**config.mk**
```make
export PLATFORM = sky130hd
export DESIGN_NAME = mem_arbiter4_flat
export DESIGN_NICKNAME = d
export VERILOG_FILES = /design/src/rtl/mem_arbiter4_if.sv /design/src/rtl/mem_arbiter4.sv /design/src/flat_wrapper.sv
export SDC_FILE = /design/constraint.sdc
export NUM_CORES = 1
export LEC_CHECK = 0
export CAP_MARGIN = 15
export CORE_UTILIZATION = 30
export CTS_BUF_LIST = sky130_fd_sc_hd__clkbuf_16
export DETAILED_ROUTE_END_ITERATION = 8
export PLACE_DENSITY = 0.93
export SLEW_MARGIN = 20
export SYNTH_ARGS = -nofsm -noshare
export SYNTH_HDL_FRONTEND = slang
export SYNTH_SLANG_ARGS = --single-unit
```
**constraint.sdc**
```tcl
create_clock -name clk -period 2.6 [get_ports clk]
set_input_delay 0.52 -clock clk [delete_from_list [all_inputs] [get_ports clk]]
set_output_delay 0.52 -clock clk [all_outputs]
set_load 0.01 [all_outputs]
```
**src/rtl/mem_arbiter4_if.sv**
```systemverilog
// Shared HACK data-memory port bundle between four requesters and the arbiter.
// The arbiter sits on the slave modport; the requester/memory side uses master.
interface mem_arbiter4_if #(
  parameter int unsigned AW = 15,
  parameter int unsigned DW = 16
);
  logic [3:0]      req;
  logic [3:0]      last;
  logic [3:0]      we_in;
  logic [4*AW-1:0] addr_in;
  logic [4*DW-1:0] wdata_in;
  logic [3:0]      gnt;
  logic [1:0]      sel;
  logic [AW-1:0]   mem_addr;
  logic [DW-1:0]   mem_wdata;
  logic            mem_we;
  logic [DW-1:0]   mem_rdata;
  logic [DW-1:0]   rdata;
  logic [3:0]      rvalid;

  modport slave (
    input  req, last, we_in, addr_in, wdata_in, mem_rdata,
    output gnt, sel, mem_addr, mem_wdata, mem_we, rdata, rvalid
  );

  modport master (
    output req, last, we_in, addr_in, wdata_in, mem_rdata,
    input  gnt, sel, mem_addr, mem_wdata, mem_we, rdata, rvalid
  );
endinterface

```
**src/rtl/mem_arbiter4.sv**
```systemverilog
// Four-way round-robin arbiter for the HACK data-memory port with a bounded hold time.
// Define ARB_PRIO0_EN to give requester 0 (CPU) absolute priority and exempt it from MAX_HOLD.
module mem_arbiter4 #(
  parameter int unsigned AW       = 15,
  parameter int unsigned DW       = 16,
  parameter int unsigned MAX_HOLD = 4
) (
  input logic            clk,
  input logic            reset,
  mem_arbiter4_if.slave  bus
);

`ifdef ARB_PRIO0_EN
  localparam bit Prio0En = 1'b1;
`else
  localparam bit Prio0En = 1'b0;
`endif

  typedef enum logic [0:0] {StIdle, StBusy} state_e;

  state_e     state_q, state_d;
  logic [1:0] sel_q, sel_d;
  logic [3:0] gnt_q, gnt_d;
  logic [1:0] ptr_q, ptr_d;
  logic [3:0] cnt_q, cnt_d;
  logic [3:0] rvalid_q, rvalid_d;

  logic       busy, beat, at_cap, rel;
  logic [2:0] idle_pick, hand_pick;

  function automatic logic [3:0] onehot(input logic [1:0] idx);
    return 4'b0001 << idx;
  endfunction

  // Returns {found, index}: scan base+1, base+2, base+3 and, if incl_base, base itself.
  function automatic logic [2:0] pick(input logic [3:0] r, input logic [1:0] base,
                                      input logic incl_base);
    logic       found;
    logic [1:0] idx, cand;
    found = 1'b0;
    idx   = 2'd0;
    for (int i = 1; i <= 4; i++) begin
      cand = base + 2'(i);
      if (!found && r[cand] && (i < 4 || incl_base)) begin
        found = 1'b1;
        idx   = cand;
      end
    end
    if (Prio0En && r[0] && (incl_base || base != 2'd0)) begin
      found = 1'b1;
      idx   = 2'd0;
    end
    return {found, idx};
  endfunction

  always_comb begin
    state_d  = state_q;
    sel_d    = sel_q;
    gnt_d    = gnt_q;
    ptr_d    = ptr_q;
    cnt_d    = cnt_q;
    rvalid_d = '0;

    busy      = (state_q == StBusy);
    beat      = busy && bus.req[sel_q];
    at_cap    = (cnt_q == 4'(MAX_HOLD - 1)) && !(Prio0En && sel_q == 2'd0);
    rel       = busy && (!bus.req[sel_q] || (beat && (bus.last[sel_q] || at_cap)));
    idle_pick = pick(bus.req, ptr_q, 1'b1);
    hand_pick = pick(bus.req, sel_q, 1'b0);

    // Read index captured at beat time so a handoff cannot misroute the return.
    if (beat && !bus.we_in[sel_q]) rvalid_d = onehot(sel_q);
    if (beat) cnt_d = cnt_q + 4'd1;

    unique case (state_q)
      StIdle: begin
        if (idle_pick[2]) begin
          sel_d   = idle_pick[1:0];
          gnt_d   = onehot(idle_pick[1:0]);
          cnt_d   = '0;
          state_d = StBusy;
        end
      end
      StBusy: begin
        if (rel) begin
          if (!(Prio0En && sel_q == 2'd0)) ptr_d = sel_q;
          cnt_d = '0;
          if (hand_pick[2]) begin
            sel_d = hand_pick[1:0];
            gnt_d = onehot(hand_pick[1:0]);
          end else begin
            gnt_d   = '0;
            state_d = StIdle;
          end
        end
      end
      default: state_d = StIdle;
    endcase
  end

  always_ff @(posedge clk) begin
    if (reset) begin
      state_q  <= StIdle;
      sel_q    <= 2'd0;
      gnt_q    <= 4'd0;
      ptr_q    <= 2'd3;
      cnt_q    <= 4'd0;
      rvalid_q <= 4'd0;
    end else begin
      state_q  <= state_d;
      sel_q    <= sel_d;
      gnt_q    <= gnt_d;
      ptr_q    <= ptr_d;
      cnt_q    <= cnt_d;
      rvalid_q <= rvalid_d;
    end
  end

  assign bus.gnt       = gnt_q;
  assign bus.sel       = sel_q;
  assign bus.rvalid    = rvalid_q;
  assign bus.rdata     = bus.mem_rdata;
  assign bus.mem_addr  = busy ? bus.addr_in[sel_q*AW +: AW] : '0;
  assign bus.mem_wdata = busy ? bus.wdata_in[sel_q*DW +: DW] : '0;
  assign bus.mem_we    = beat && bus.we_in[sel_q];

endmodule

```
**src/flat_wrapper.sv**
```systemverilog
// flat-port wrapper written by rule: the top's interface ports become plain ports
module mem_arbiter4_flat 
#(
  parameter int unsigned AW       = 15,
  parameter int unsigned DW       = 16,
  parameter int unsigned MAX_HOLD = 4
)
  (clk, reset, bus_req, bus_last, bus_we_in, bus_addr_in, bus_wdata_in, bus_mem_rdata, bus_gnt, bus_sel, bus_mem_addr, bus_mem_wdata, bus_mem_we, bus_rdata, bus_rvalid);
  mem_arbiter4_if #(.AW(AW), .DW(DW)) bus_i ();
  input logic clk;
  input logic reset;
  input wire logic [$bits(bus_i.req)-1:0] bus_req;
  input wire logic [$bits(bus_i.last)-1:0] bus_last;
  input wire logic [$bits(bus_i.we_in)-1:0] bus_we_in;
  input wire logic [$bits(bus_i.addr_in)-1:0] bus_addr_in;
  input wire logic [$bits(bus_i.wdata_in)-1:0] bus_wdata_in;
  input wire logic [$bits(bus_i.mem_rdata)-1:0] bus_mem_rdata;
  output wire logic [$bits(bus_i.gnt)-1:0] bus_gnt;
  output wire logic [$bits(bus_i.sel)-1:0] bus_sel;
  output wire logic [$bits(bus_i.mem_addr)-1:0] bus_mem_addr;
  output wire logic [$bits(bus_i.mem_wdata)-1:0] bus_mem_wdata;
  output wire logic [$bits(bus_i.mem_we)-1:0] bus_mem_we;
  output wire logic [$bits(bus_i.rdata)-1:0] bus_rdata;
  output wire logic [$bits(bus_i.rvalid)-1:0] bus_rvalid;
  assign bus_i.req = bus_req;
  assign bus_i.last = bus_last;
  assign bus_i.we_in = bus_we_in;
  assign bus_i.addr_in = bus_addr_in;
  assign bus_i.wdata_in = bus_wdata_in;
  assign bus_i.mem_rdata = bus_mem_rdata;
  assign bus_gnt = bus_i.gnt;
  assign bus_sel = bus_i.sel;
  assign bus_mem_addr = bus_i.mem_addr;
  assign bus_mem_wdata = bus_i.mem_wdata;
  assign bus_mem_we = bus_i.mem_we;
  assign bus_rdata = bus_i.rdata;
  assign bus_rvalid = bus_i.rvalid;
  mem_arbiter4 #(.AW(AW), .DW(DW), .MAX_HOLD(MAX_HOLD)) u_core (.clk(clk), .reset(reset), .bus(bus_i));
endmodule
```
# Word level (Yosys, flattened, before mapping)
# Cells that the tools add are included.
# classes
n_addsub,7
mul,1
order_cmp,8
eq_ne,4
shift,5
n_mux,52
bitwise,2
n_reduce_logical,23
# op_table
operator,count
64-bit by 7-bit variable part select with 16-bit output,1
60-bit by 7-bit variable part select with 15-bit output,1
"2-bit by 3-bit < comparator with 1-bit output, second input constant",8
4-bit two-way mux,6
1-bit binary-select mux with 2-bit select,10
1-bit two-way mux,20
2-bit two-way mux,10
16-bit two-way mux,1
4-bit one-hot mux with 2 select lines,2
15-bit two-way mux,1
"1-bit by 2-bit left shift with 4-bit output, first input constant",3
1-bit logical AND,10
"2-bit adder, second input constant",4
1-bit logical NOT,7
"2-bit by 4-bit multiplier with 6-bit output, second input constant",1
"2-bit by 1-bit adder with 2-bit output, second input constant",2
"4-bit by 1-bit adder with 4-bit output, second input constant",1
"4-bit by 2-bit equality test with 1-bit output, second input constant",1
"2-bit != test, second input constant",2
2-bit one-hot mux with 2 select lines,1
2-bit AND reduction,2
3-bit AND reduction,1
1-bit logical OR,2
"2-bit by 1-bit != test with 1-bit output, second input constant",1
3 further kinds,4
# totals
register_bits,17
out_inout_bits,58
word_cells,108

# Logic depth before layout (Yosys ltp)
# logic_depth
word_depth,16
depth_mapped,8
mapped_depth_nobuf,6

# Least setup slack after synthesis
# No wires, ideal clock.
# synth_timing
path_kind,register to output
startpoint,"register u_core.sel_q[1], in the netlist u_core.bus.sel[1]"
endpoint,output bus_mem_addr[0]
arrival_ps,1698
required_time_ps,2080
slack_ps,382
path_stages_with_launch,7
path_cell_list,dfxtp_1 > buf_6 > clkbuf_1 > buf_2 > buf_2 > mux4_2 > and2_1
# synth_between
elab_chain_cells,3
# synth_lines
element,line,rtl
from (decl),mem_arbiter4.sv:22,"logic [1:0] sel_q, sel_d;"
from (signal assigned),mem_arbiter4.sv:111,sel_q <= sel_d;
2-bit by 4-bit multiplier with 6-bit output,mem_arbiter4.sv:123,assign bus.mem_addr = busy ? bus.addr_in[sel_q*AW +: AW] : '0;
60-bit by 7-bit variable part select with 15-bit output,mem_arbiter4.sv:123,
15-bit two-way mux,mem_arbiter4.sv:123,
to (decl),flat_wrapper.sv:20,output wire logic [$bits(bus_i.mem_addr)-1:0] bus_mem_addr;
# Every way passes these cells.

# Worst setup path after layout
# layout_timing
startpoint,input bus_wdata_in[51]
endpoint,output bus_mem_wdata[3]
# layout_between
elab_chain_cells,2
# layout_lines
element,line,rtl
from (decl),flat_wrapper.sv:16,input wire logic [$bits(bus_i.wdata_in)-1:0] bus_wdata_in;
64-bit by 7-bit variable part select with 16-bit output,mem_arbiter4.sv:124,assign bus.mem_wdata = busy ? bus.wdata_in[sel_q*DW +: DW] : '0;
16-bit two-way mux,mem_arbiter4.sv:124,
to (decl),flat_wrapper.sv:21,output wire logic [$bits(bus_i.mem_wdata)-1:0] bus_mem_wdata;
# Every way passes these cells.

==> metrics.md <==
| Metric | Value |
|---|---|
| Outcome | `finished, final reports clean` |
| Drt initial violations | `120` |
| Unique masters post-synth | `43` |
| Hold Crit Class | `reg -> reg` |
| Die footprint | `about 7500 um2` |
| Max Freq | `387 MHz` |
| RR Endpoint | `u_core.bus.gnt[1]` |
| DRT Pass-1 Iters | `4` |
| Post-synthesis compound-gate area fraction | `0.106` |
| H-tree depth | `1` |
| Top cells by count, synth | `and2_1 (32), mux4_2 (32), dfxtp_1 (17)` |
| Max FO, Critical Path | `1` |
| Skew final | `about 0.004 ns` |
| Synth Net Count | `approximately 380` |
| Pin count of the biggest net entering global routing | `35` |
| Mux contribution to synthesized area | `0.370` |
| Post-Syn Instances | `roughly 220` |
| I/O Pins | `around 210` |
| Post-Route WL | `between 9 and 10 mm` |
| Dpl hpwl | `7.51 mm` |
| Maxcap violations | `0` |
| Vias in the first global route | `about 2,600` |
| Post-synth ARST share | `0` |
| Worst path required time | `~2.1 ns` |
| Worst R2R Path Depth | `6` |
| Post-Synth Adder-Cell Area | `0.00587` |
| Vias/cell | `~5.2` |
| Share of layout cells above drive strength 1 | `0.147` |
| Vias | `2,468` |
| Num rows | `30` |
| Initial cell density of the core | `0.312` |
| Nets | `about 540` |
| CP arrival | `between 2 and 2.5 ns` |
| Largest family of logic cells by synthesized area | `multiplexers` |
| Hold Path Depth | `2` |
| Yosys reg bits | `17` |
| Xor and xnor area share after synthesis | `0.0123` |
| Peak VDD IR | `0.000310 V` |
| Routed length per placed instance | `about 19 um` |
| Total core area | `slightly below 7000 um2` |
| Cell Chain, Critical Path | `clkdlybuf4s50_1, mux4_2, and2_1, clkdlybuf4s50_1` |
| WP depth | `4` |
| Worst-Margin Slew | `0.553 ns` |
| Pleak | `between 1.5 and 2 nW` |
| Register area share after synthesis | `0.160` |
| Cell mode on critical path | `clkdlybuf4s50_1` |
| Antenna Violating Nets Remaining | `0` |
| Longest Clk Path Bufs | `2` |
| Area share of the largest cell type after synthesis | `0.338` |
| Final setup violation count | `0` |
| Gpl congestion | `~0.94` |
| Clock latency at the later pin of the worst-skew pair | `around 0.25 ns` |
| RSZ-0062 raised after global routing | `no` |
| Worst Path Buf+Inv | `2` |
| Grt total ovfl | `0` |
| Worst-path cell with the longest stage delay | `mux4_2` |
| Synth Area per Inst | `~9.7 um2` |
| Drc violations | `0` |
| Die H | `between 80 and 90 um` |
| Mapped cell area | `approximately 2100 um2` |
| Synth top area cells | `mux4_2 (34%), dfxtp_1 (16%), and2_1 (9.4%)` |
| Clk sink count | `17` |
| CTS tree | `yes` |
| YS warnings | `0` |
| Initial antenna violation count | `0` |
| Worst hold start | `u_core.bus.gnt[3]` |
| Clk root buf | `clkbuf_16` |
| ANT cells | `0` |
| Critical path class | `in -> out` |
| Critical R2R Launch | `u_core.bus.sel[1]` |
| Die width | `roughly 86 um` |
| Area Overhead vs Synth | `92.0%` |
| Hold path endpoint | `u_core.bus.gnt[3]` |
| Slew HR | `0.628` |
| Post-synth EDFFs | `0` |
| Cts hold-fix bufs | `0` |
| CTS Buf Count | `3` |
| Yosys top cell by area | `mux4_2` |
| Crit-path max cell delay | `about 0.48 ns` |
| GR Util All Layers | `0.242` |
| Critical Path End Type | `primary output` |
| Final Hold Slack | `approximately 0.53 ns` |
| Final-report hold violation count | `0` |
| Post-route minimum period | `between 2 and 3 ns` |
| Commonest register cell after synthesis | `dfxtp_1` |
| Slew Viols, Final | `0` |
| Reg-to-reg slack, setup | `about 0.61 ns` |
| Period utilization | `0.995` |
| Global-route wire length before repair | `13.6 mm` |
| PortBufs | `about 180` |
| Layout fillers | `563` |
| Final Util | `0.599` |
| CP startpoint kind | `primary input` |
| Top Family by Delay on Critical Path | `buffers and inverters` |
| P per Cell Area | `between 300 and 400 nW/um2` |
| Clock transition at path regs | `0.05 ns` |
| Synth Area in Simple Gates | `0.240` |
==> worst max-delay path by stage <==
stage / from / endpoint
2_1_floorplan: u_core.bus.sel[1] / bus_mem_addr[0]
3_3_place_gp: bus_req[1] / bus_mem_we
3_5_place_dp: bus_req[0] / bus_mem_we
4_1_cts: bus_wdata_in[63] / bus_mem_wdata[15]
5_1_grt: bus_wdata_in[51] / bus_mem_wdata[3]
6_report: bus_wdata_in[51] / bus_mem_wdata[3]
==> through the flow <==
step	TNS [ns]	instances	area [um2]	setup slack (ns)	power, mW
floorplan	0	221	2130	0.382	0.763
global placement	-0.135	472	3960	-0.113	1.18
detailed placement	-0.224	472	3960	-0.146	1.20
CTS	0	477	4060	0.00594	1.53
global route	0	478	4100	0.000584	1.60
finish	0	478	4100	0.0129	1.51
==> registers in the layout (all words and copies together) (netlist names) <==
| register | cells |
|---|---|
| u_core.bus.gnt | 4 |
| u_core.busy | 1 |
| u_core.cnt_q | 4 |
| u_core.ptr_q | 2 |
| u_core.bus.sel | 2 |
| u_core.bus.rvalid | 4 |
==> placed cells by master, fill, tap and decap left out, types with 2 or more instances in the layout <==
master	netlist	routed
clkdlybuf4s50_1	0	159
mux4_2	32	33
and2_1	32	32
dfxtp_1	17	15
nand2_1	14	14
dlymetal6s2s_1	0	11
nand2b_1	9	9
a21oi_1	9	9
dlygate4sd2_1	0	9
nor2_1	8	8
nor3_1	7	7
buf_4	16	7
nand3_1	5	5
o31ai_1	5	5
buf_12	0	4
and3_1	3	3
nor3b_1	3	3
mux2i_1	3	3
a21boi_0	3	3
inv_1	3	3
o21ai_0	3	3
or2_2	3	3
a31oi_1	3	3
clkbuf_16	0	3
o22ai_1	2	2
a221oi_1	2	2
nand4_1	2	2
xor2_1	2	2
==> where the power goes <==
group	switching (mW)	internal [mW]	leakage, nW
Clock	0.106	0.206	0.0409
Sequential	0.0200	0.282	0.140
Combinational	0.332	0.567	1.45
Total	0.457	1.06	1.63
==> worst reg2reg max path: cells and delay by family (launching register included) <==
| kind | cells | cell delay [ns] |
|---|---|---|
| flip-flops | 1 | 0.34 |
| AND/OR/NAND/NOR | 3 | 0.74 |
| buffers and inverters | 1 | 0.17 |
| AO/OA/AOI/OAI | 2 | 0.61 |
==> final cells by class <==
class	count	area (um2)	share of cell area
Inverter	4	15.0	0.00367
Clock buffer	3	75.1	0.0183
Sequential cell	17	345	0.0843
Multi-Input combinational cell	166	1560	0.381
Tap cell	96	120	0.0293
Timing Repair Buffer	191	1970	0.482
Clock inverter	1	5.00	0.00122
==> kinds of logic after synthesis <==
kind of cell / count (synthesis)
multiplexers: 37
buffers and inverters: 38
AND/OR/NAND/NOR: 91
adder cells (fa/ha/maj): 1
AO/OA/AOI/OAI: 34
XOR/XNOR: 3
flip-flops: 17
==> layer usage <==
metal | global-route usage | share of wire | vias up
met5 | 0 | 0 | -
met4 | 0.0591 | 0.021 | 0
met3 | 0.0486 | 0.085 | 16
met2 | 0.478 | 0.55 | 124
met1 | 0.261 | 0.34 | 1184
li1 | - | - | 1144
==> what timing repair did <==
item                                    in CTS  in global routing
gates resized for setup                     11                 11
endpoints found under the setup margin      20                 16
setup buffers                                0                  1
cloned                                       1                  0
Note: power is estimated with default switching activity, not from simulation.
